File: src/rtl/fetch_pkg.sv
// Shared types and constants for the instruction fetch stage.
// Holds the FSM state enum, the NOP reset word and the IF/ID payload struct.
package fetch_pkg;

    localparam int unsigned XLEN = 32;

    typedef logic [XLEN-1:0] word_t;

    localparam word_t NOP_INSTR = 32'h0000_0013;

    typedef enum logic [2:0] {
        S_IDLE,
        S_REQ,
        S_WAIT,
        S_HOLD,
        S_DROP
    } fetch_state_e;

    typedef struct packed {
        word_t instr;
        word_t pc;
    } if_id_t;

    // Instruction addresses must be word aligned.
    function automatic logic pc_aligned(input word_t pc);
        return (pc[1:0] == 2'b00);
    endfunction

endpackage

File: src/rtl/if_id_reg.sv
// IF/ID pipeline register: load captures a fetched word, clear drops the valid bit,
// otherwise contents hold.
module if_id_reg
    import fetch_pkg::*;
#(
    parameter word_t RESET_INSTR = NOP_INSTR
) (
    input  logic   clk,
    input  logic   reset,
    input  logic   i_load,
    input  logic   i_clear,
    input  if_id_t i_data,
    output logic   o_valid,
    output if_id_t o_data
);

    logic   r_valid;
    if_id_t r_data;

    // Load wins over clear; clear leaves the payload untouched.
    always_ff @(posedge clk or negedge reset) begin
        if (!reset) begin
            r_valid      <= 1'b0;
            r_data.instr <= RESET_INSTR;
            r_data.pc    <= '0;
        end else if (i_load) begin
            r_valid <= 1'b1;
            r_data  <= i_data;
        end else if (i_clear) begin
            r_valid <= 1'b0;
        end
    end

    assign o_valid = r_valid;
    assign o_data  = r_data;

endmodule

File: src/rtl/fetch_stage.sv
// Instruction fetch stage: issues one imem request at a time for pc_in, captures the
// response into the IF/ID register and handles flush/redirect and misaligned PCs.
module fetch_stage
    import fetch_pkg::*;
#(
    parameter word_t RESET_INSTR = NOP_INSTR
) (
    input  logic        clk,
    input  logic        reset,
    input  logic [31:0] pc_in,
    output logic        pc_advance,
    output logic        imem_req_valid,
    output logic [31:0] imem_req_addr,
    input  logic        imem_req_ready,
    input  logic        imem_rsp_valid,
    input  logic [31:0] imem_rsp_data,
    input  logic        flush,
    output logic        if_valid,
    output logic [31:0] if_instr,
    output logic [31:0] if_pc,
    input  logic        id_ready,
    output logic        fetch_err
);

    fetch_state_e r_state;
    fetch_state_e w_state_nxt;
    word_t        r_pc_q;
    logic         r_fetch_err;
    logic         w_fetch_err_nxt;
    logic         w_req_valid;
    logic         w_hs;
    logic         w_load;
    logic         w_clear;
    if_id_t       w_if_in;
    if_id_t       w_if_out;

    always_ff @(posedge clk or negedge reset) begin
        if (!reset) begin
            r_state <= S_IDLE;
        end else begin
            r_state <= w_state_nxt;
        end
    end

    // Next state, request strobe and IF/ID control.
    always_comb begin
        w_state_nxt     = r_state;
        w_fetch_err_nxt = r_fetch_err;
        w_req_valid     = 1'b0;
        w_hs            = 1'b0;
        w_load          = 1'b0;
        w_clear         = 1'b0;
        case (r_state)
            S_IDLE: begin
                w_state_nxt = S_REQ;
            end
            S_REQ: begin
                if (pc_aligned(pc_in)) begin
                    w_req_valid = 1'b1;
                    if (imem_req_ready) begin
                        w_hs        = 1'b1;
                        w_state_nxt = flush ? S_DROP : S_WAIT;
                    end
                end else begin
                    w_fetch_err_nxt = 1'b1;
                end
            end
            S_WAIT: begin
                if (imem_rsp_valid) begin
                    if (flush) begin
                        w_state_nxt = S_REQ;
                    end else begin
                        w_load      = 1'b1;
                        w_state_nxt = S_HOLD;
                    end
                end else if (flush) begin
                    w_state_nxt = S_DROP;
                end
            end
            S_HOLD: begin
                if (flush || id_ready) begin
                    w_clear     = 1'b1;
                    w_state_nxt = S_REQ;
                end
            end
            S_DROP: begin
                // The in-flight response is the one to discard, even under a new flush.
                if (imem_rsp_valid) begin
                    w_state_nxt = S_REQ;
                end
            end
            default: begin
                w_state_nxt = S_IDLE;
            end
        endcase
        if (flush) begin
            w_fetch_err_nxt = 1'b0;
        end
    end

    always_ff @(posedge clk or negedge reset) begin
        if (!reset) begin
            r_pc_q      <= '0;
            r_fetch_err <= 1'b0;
        end else begin
            if (w_hs) begin
                r_pc_q <= pc_in;
            end
            r_fetch_err <= w_fetch_err_nxt;
        end
    end

    assign w_if_in.instr = imem_rsp_data;
    assign w_if_in.pc    = r_pc_q;

    if_id_reg #(
        .RESET_INSTR (RESET_INSTR)
    ) u_if_id_reg (
        .clk     (clk),
        .reset   (reset),
        .i_load  (w_load),
        .i_clear (w_clear),
        .i_data  (w_if_in),
        .o_valid (if_valid),
        .o_data  (w_if_out)
    );

    assign if_instr       = w_if_out.instr;
    assign if_pc          = w_if_out.pc;
    assign imem_req_valid = w_req_valid;
    assign imem_req_addr  = pc_in;
    assign pc_advance     = w_hs & ~flush;
    assign fetch_err      = r_fetch_err;

endmodule

File: config.mk
export PLATFORM = sky130hd
export DESIGN_NAME = fetch_stage
export DESIGN_NICKNAME = d
export VERILOG_FILES = /design/src/rtl/fetch_pkg.sv /design/src/rtl/if_id_reg.sv /design/src/rtl/fetch_stage.sv
export SDC_FILE = /design/constraint.sdc
export NUM_CORES = 1
export LEC_CHECK = 0
export BUFFER_PORTS_ARGS = -buffer_cell sky130_fd_sc_hd__buf_2
export CAP_MARGIN = 25
export CORE_MARGIN = 1
export CORE_UTILIZATION = 42
export DETAILED_ROUTE_END_ITERATION = 7
export HOLD_SLACK_MARGIN = 0.06
export PLACE_DENSITY = 0.7
export SYNTH_ARGS = -nofsm -noshare
export SYNTH_HDL_FRONTEND = slang
export SYNTH_SLANG_ARGS = --single-unit
File: constraint.sdc
create_clock -name clk -period 4.3 [get_ports clk]
set_clock_uncertainty 0.15 [all_clocks]
set_input_delay 0 -clock clk [delete_from_list [all_inputs] [get_ports clk]]
set_output_delay 0 -clock clk [all_outputs]
set_load 0.02 [all_outputs]
### Word level (Yosys, flattened, before mapping)

Index checks and enable logic that the tools add are counted.

| word-level totals | value |
|---|---|
| register bits after elaboration | 101 |
| bits of input ports | 70 |
| output and inout bits | 100 |
| word-level logic and storage cells | 49 |

| cells by class | value |
|---|---|
| equality and inequality tests | 10 |
| multiplexer cells | 24 |
| bitwise operators | 2 |
| reduce and logical (&&, ||, !) cells | 7 |

Operators with widths:

| cell | count |
|---|---|
| two-way mux 3 bit | 7 |
| two-way mux 1 bit | 15 |
| case mux 3 bit (5 select lines) | 1 |
| != test 2 bit, second input constant | 5 |
| equality test 3 x 2 -> 1 bit, second input constant | 2 |
| AND reduction 5 bit | 1 |
| nonzero test 2 bit | 2 |
| equality test 3 x 1 -> 1 bit, second input constant | 1 |
| equality test 3 bit, second input constant | 1 |
| zero test 3 bit | 1 |
| != test 3 bit, second input constant | 1 |
| zero test 2 bit | 1 |
| two-way mux 2 bit | 1 |
| AND reduction 2 bit | 1 |
| bitwise AND 1 bit | 1 |
| logical OR 1 bit | 1 |
| NOT 1 bit | 1 |

### Longest topological paths before layout

Gate-level depths: netlist of run 1.

| depth | value |
|---|---|
| depth in word-level cells | 5 |
| mapped depth | 6 |
| gate-level depth less buffers | 4 |

### By module

A second synthesis of run 1 with hierarchy kept.

| second synthesis, totals | value |
|---|---|
| cells, all modules | 274 |
| area total of the unflattened synthesis | 4371.7 sq um |

By module, submodules not included:

| module | times used | cells an instance | area an instance (sq um) | seq. area each (sq um) |
|---|---|---|---|---|
| if_id_reg | 1 | 138 | 2618.8 | 1630.3 |
| fetch_stage | 1 | 136 | 1752.9 | 900.9 |

### Worst setup path after synthesis of run 1

No wires, ideal clock.

| timing | value |
|---|---|
| kind | reg2reg |
| start point | register r_state[2] |
| end point | register u_if_id_reg.r_data (netlist bit u_if_id_reg.o_data[10]) |
| setup time | 0.125 ns |
| arrival | 1.466 ns |
| data required time | 4.025 ns |
| path slack | 2.559 ns |
| stages on the path, launching flop included | 7 |
| path buffers | 3 |
| clock period less this slack | 1.741 ns |
| path through | dfrtp_1 > buf_4 > nor2_4 > and4b_1 > buf_6 > buf_12 > mux2_4 |

| between the ends | value |
|---|---|
| word-level cells in the longest chain between the ends | 2 |

RTL lines:

| what | RTL line | RTL |
|---|---|---|
| start, declared | fetch_stage.sv:25 | `fetch_state_e r_state;` |
| start signal, assigned | fetch_stage.sv:41 | `r_state <= w_state_nxt;` |
| equality test 3 x 2 -> 1 bit | fetch_stage.sv:53 | `case (r_state)` |
| two-way mux 1 bit | fetch_stage.sv:53 |  |
| end signal, assigned | if_id_reg.sv:28 | `r_data <= i_data;` |
| end, declared | if_id_reg.sv:18 | `if_id_t r_data;` |

No other way between the ends.
A chain may end at the register's enable or synchronous reset.

### Worst setup path after layout of run 1

| timing | value |
|---|---|
| start point | register r_state[2] |
| end point | register u_if_id_reg.r_data (netlist bit u_if_id_reg.o_data[63]) |

Same word-level chain as after synthesis.

==> results of run 1 <==
==> registers in the layout (all words and copies together), names as in the netlist <==
| name | count |
|---|---|
| fetch_err | 1 |
| r_pc_q | 32 |
| r_state | 3 |
| u_if_id_reg.o_data | 64 |
| u_if_id_reg.o_valid | 1 |
==> worst register-to-register path: stages (launching register included) <==
cell     delay [ns]
dfrtp_1        0.52
nor2_4         0.19
and4b_4        0.64
buf_4          0.51
mux2_2         0.39
==> placed cells by master, fill, tap and decap left out, types with 2 or more instances in the layout <==
master         Yosys  routed
buf_2              0     168
dfstp_2            3       3
a21oi_1            2       2
o21ai_0            3       3
inv_1              2       2
clkinv_2           0       2
clkbuf_8           0       9
and2_1             3       3
mux2_4            88      88
dfrtp_1           98      98
dlygate4sd3_1      0      72
clkinv_4           0       2
nand3_1            2       2
o31ai_1            2       2
mux2_2             7       7
nand2_1            2       2
nor2_1             4       4
buf_4             34       4
a31oi_1            2       2
==> per-layer routing <==
metal  wire (µm)  share of wire (%)  global-route usage, %
met1        4530                 44                   23.1
met2        4810                 47                   30.2
met3         779                7.5                   5.65
met4         205                2.0                   7.24
met5           0                  0                      0
==> logic make-up after synthesis <==
family / count (synthesis)
flip-flops: 101
buffers and inverters: 47
AND/OR/NAND/NOR: 21
multiplexers: 95
AO/OA/AOI/OAI: 12
==> path summary, 6_finish.rpt <==
kind | cells past startpoint | from | slack, ns | end
setup reg to reg | 4 | r_state[2]$_DFFE_PN0P_ | 1.79 | u_if_id_reg.o_data[63]$_DFFE_PN0P_
hold / removal | 2 | pc_in[0] | 0.12 | imem_req_addr[0]
max in group asynchronous | 4 | reset | 2.72 | r_pc_q[31]$_DFFE_PN0P_
min in group asynchronous | 4 | reset | 0.59 | u_if_id_reg.o_data[54]$_DFFE_PN0P_
setup / recovery | 4 | r_state[2]$_DFFE_PN0P_ | 1.79 | u_if_id_reg.o_data[63]$_DFFE_PN0P_
hold reg to reg | 1 | r_pc_q[0]$_DFFE_PN0P_ | 0.35 | r_pc_q[0]$_DFFE_PN0P_
==> where the power goes <==
group / leakage [µW] / switching, µW / internal [µW] / total (µW)
Clock: 0.0000996 / 325 / 271 / 596
Combinational: 0.00183 / 751 / 887 / 1640
Sequential: 0.00127 / 286 / 1380 / 1670
Total: 0.00320 / 1360 / 2540 / 3900
==> area by class of cell <==
type | count | area share (%)
multi-input cells | 128 | 26.6
flip-flops and latches | 101 | 41.0
inverters | 2 | 0.122
repair buffers | 245 | 26.2
clock buffers | 9 | 2.01
clock inverters | 7 | 1.20
well taps | 136 | 2.76
==> metrics by stage <==
| step | instances | instance area [µm²] | utilization [%] | setup slack (ns) | hold WS, ns |
|---|---|---|---|---|---|
| floorplan | 276 | 4610 | - | 2.56 | -0.446 |
| global placement | 539 | 5220 | 49.9 | 1.85 | -0.131 |
| detailed placement | 539 | 5220 | 49.9 | 1.79 | -0.119 |
| CTS | 628 | 6170 | 59.0 | 1.78 | 0.121 |
| global route | 628 | 6170 | 59.0 | 1.67 | 0.129 |
| finish | 628 | 6170 | 59.0 | 1.79 | 0.119 |
==> metrics.yaml, run 1 <==
synth_most_common_cell: "dfrtp_1"
io_buffers: 169
p_leak_uw: 0.00320
cp_slowest_cell: "and4b_4"
firstDrtPassIters: 4
synth_warnings: 0
grt_pass1_wl_mm: 16.1
status: "finished, final reports clean"
synth_fp_nets: 346
synth-simple-area-share_pct: 3.28
cp-end-kind: "flip-flop"
synth_edf_count: 0
dieArea_mm2: 0.0114
nets: 557
path_cells: "nor2_4 -> and4b_4 -> buf_4 -> mux2_2"
rows: 37
ctsHoldBuffers: 73
synth_top_cell_by_area: "dfrtp_1"
areaGrowthSynthToFinish_pct: 33.8
ioPinCount: 170
crit_fanout: 27
clk_pin_slew_worst_paths_ns: 0.09
critPathMaxStageDelay_ns: 0.64
multi_input_area_mm2: 0.00164
fp.dieH_um: 107
hold_viol_final: 0
grt_overflow: 0
h-tree-depth: 3
grt_pass1_vias: 3137
cts_tree: "built"
layout_worst_path_cycle_share_pct: 58.4
p_per_area_mw_per_mm2: 633
antenna_found_initial: 0
cp.required_ns: 4.39
via_per_inst: 4.67
first_iter_violations: 84
yosys-mux-area-fraction_pct: 30.4
slew_headroom_pct: 53.3
crit_family: "simple AND/OR/NAND/NOR gates"
track_usage_pct: 18.6
cts_setup_buffers: 0
min_period_ns: 2.51
synthTopCellsByArea: "dfrtp_1 (53%), mux2_4 (29%), buf_4 (5.5%)"
clockBufferDepth: 2
final_antenna_net_count: 0
synth_compound_area_share_pct: 1.93
cp.arrival_ns: 2.60
area.sequential_mm2: 0.00253
fp.dieW_um: 107
maxCapViolations: 0
avgSynthCellArea_um2: 16.7
finalSetupViolCount: 0
ys_top_cells_by_count: "dfrtp_1 (98), mux2_4 (88), buf_4 (34)"
synthCells: 276
finalPower_uw: 3900
grt_max_degree: 58
numClockSinks: 101
drc_errors: 0
place_hpwl_mm: 6.20
nFillCells: 824
hold_path.class: "primary input to output pin"
routedWlPerCell_um: 16.4
antenna_cells: 0
core_area_mm2: 0.0105
ys_ff_latch: 101
numCtsBuffers: 9
synth-adder-area-share_pct: 0
yosysSeqAreaShare_pct: 54.9
critPathKind: "flip-flop to flip-flop"
clk_latency_ns: 0.36
cp_num_buf_inv: 1
ir_worst_vdd_v: 0.000311
maxSlewViolCount: 0
drive_above_1_share_pct: 59.6
synth_top_family_by_area: "multiplexers"
finalWirelength_mm: 10.3
tightest_slew_ns: 0.700
fmax_mhz: 398
ys_types: 29
cts_resized: 0
dr_total_vias: 2932
synth_top_area_share_pct: 53.2
synth-xor-area-share_pct: 0
start_util_pct: 44.1
synth_flop_cell: "dfrtp_1"
grt_setup_unrepaired: "no"
setup_tns_ns: 0
cts-root-buf: "clkbuf_8"
cp-start-kind: "flip-flop"
synth_area_mm2: 0.00461
async_reset_ff_share_pct: 100
gp_congestion: 0.720
Power figures use the tool's default switching activity.
==> run 2: changes to the inputs <==
==> constraint.sdc (replaced) <==
create_clock -name clk -period 2.5 [get_ports clk]
set_clock_uncertainty 0.15 [all_clocks]
set_input_delay 0 -clock clk [delete_from_list [all_inputs] [get_ports clk]]
set_output_delay 0 -clock clk [all_outputs]
set_load 0.02 [all_outputs]
==> run 2 against run 1 <==
Against the previous run: global-route usage shrank 0.76 points; cell count grew 0.32%; total power grew 72%; largest cell class unchanged; highest routed layer unchanged.
==> metrics.yaml, run 2 (synthesis gave the netlist of run 1 again) <==
drc_errors: 0
rows: 37
placedInstanceArea_mm2: 0.00526
gp_congestion: 0.730
start_util_pct: 44.1
critPathKind: "primary input to flip-flop"
fp.dieH_um: 107
cts_setup_buffers: 0
setup_ws_ns: 0.137
antenna_found_initial: 0
cts_resized: 0
clk_latency_ns: 0.35
hold_viol_final: 0
grt_pass1_vias: 3014
tightest_slew_ns: 0.555
io_buffers: 169
setup_tns_ns: 0
grt_pass1_wl_mm: 15.7
final_common_cell: "buf_2"
via_per_inst: 4.63
dp_slack_ns: 0.546
crit_fanout: 4
fp.dieW_um: 107
dp_cells: 541
drive_above_1_share_pct: 59.3
numClockSinks: 101
final_antenna_net_count: 0
grt_setup_unrepaired: "no"
p_leak_uw: 0.00321
first_iter_violations: 112
h-tree-depth: 3
core_area_mm2: 0.0105
dieArea_mm2: 0.0114
cp.arrival_ns: 2.45
clockBufferDepth: 2
cts-root-buf: "clkbuf_8"
grt_max_degree: 56
dr_total_vias: 2915
antenna_cells: 0
ctsHoldBuffers: 73
p_per_area_mw_per_mm2: 1080
hold_path.class: "primary input to flip-flop"
clk_pin_slew_worst_paths_ns: 0.09
cts_tree: "built"
maxSlewViolCount: 0
maxCapViolations: 0
layout_common_cells: "buf_2 (168), dfrtp_1 (98), mux2_4 (88)"
finalWirelength_mm: 9.77
finalSetupViolCount: 0
numCtsBuffers: 9
cp-start-kind: "primary input"
min_period_ns: 2.36
finalPower_uw: 6730
cp-end-kind: "flip-flop"
cp.required_ns: 2.59
largest_reg_flops: 64
firstDrtPassIters: 4
track_usage_pct: 17.8
ioPinCount: 170
slew_headroom_pct: 63.0
status: "finished, final reports clean"
nets: 559
ir_worst_vdd_v: 0.000562
grt_overflow: 0
fmax_mhz: 423
areaGrowthSynthToFinish_pct: 34.5
place_hpwl_mm: 6.09
layout_worst_path_cycle_share_pct: 94.5
post-route-cell-area_mm2: 0.00620
nFillCells: 793
routedWlPerCell_um: 15.5
fin_cells: 630
## run 2: routing by layer
| metal | GRT usage, % | share of wire, % | vias up |
|---|---|---|---|
| met5 | 0 | 0 | - |
| met3 | 5.17 | 7.1 | 7 |
| li1 | - | - | 1349 |
| met1 | 23.5 | 45 | 1429 |
| met4 | 5.09 | 1.3 | 0 |
| met2 | 28.4 | 46 | 130 |
## run 2: area by class of cell
cell class	count	area, µm²	share of cell area [%]
Sequential cell	101	2530	40.8
Multi-Input combinational cell	128	1640	26.5
Timing Repair Buffer	247	1640	26.5
Tap cell	136	170	2.74
Clock buffer	10	128	2.06
Clock inverter	6	81.3	1.31
Inverter	2	7.51	0.121
## run 2: critical path, cell delays in order
cell           delay [ns]
dlygate4sd3_1        0.54
buf_2                0.14
or3b_1               0.34
dlygate4sd3_1        0.57
a32oi_2              0.21
nand2_1              0.08
dlygate4sd3_1        0.57
## run 2: path summary, 6_finish.rpt
kind / from / to / slack, ns / cells past startpoint
worst min-delay path: imem_req_ready / r_pc_q[0]$_DFFE_PN0P_ / 0.11 / 4
min in group asynchronous: reset / r_pc_q[27]$_DFFE_PN0P_ / 0.57 / 3
worst max-delay path: pc_in[0] / r_state[0]$_DFFE_PN0P_ / 0.14 / 7
worst max register to register: r_state[2]$_DFFE_PN0P_ / u_if_id_reg.o_data[42]$_DFFE_PN0P_ / 0.55 / 4
max in group asynchronous: reset / u_if_id_reg.o_data[31]$_DFFE_PN0P_ / 0.50 / 4
worst min register to register: r_pc_q[0]$_DFFE_PN0P_ / r_pc_q[0]$_DFFE_PN0P_ / 0.34 / 1
## run 2: power breakdown
group | leakage [µW] | switching (µW) | internal, µW | total (µW)
logic | 0.00183 | 1270 | 1530 | 2800
clock network | 0.000106 | 593 | 489 | 1080
registers | 0.00127 | 475 | 2380 | 2850
## run 2: per-stage QoR
step / hold WS [ns] / utilization (%)
2_1_floorplan: -0.446 / -
3_3_place_gp: -0.100 / 50.3
3_5_place_dp: -0.0870 / 50.3
4_1_cts: 0.0980 / 59.3
5_1_grt: 0.101 / 59.3
6_report: 0.108 / 59.3
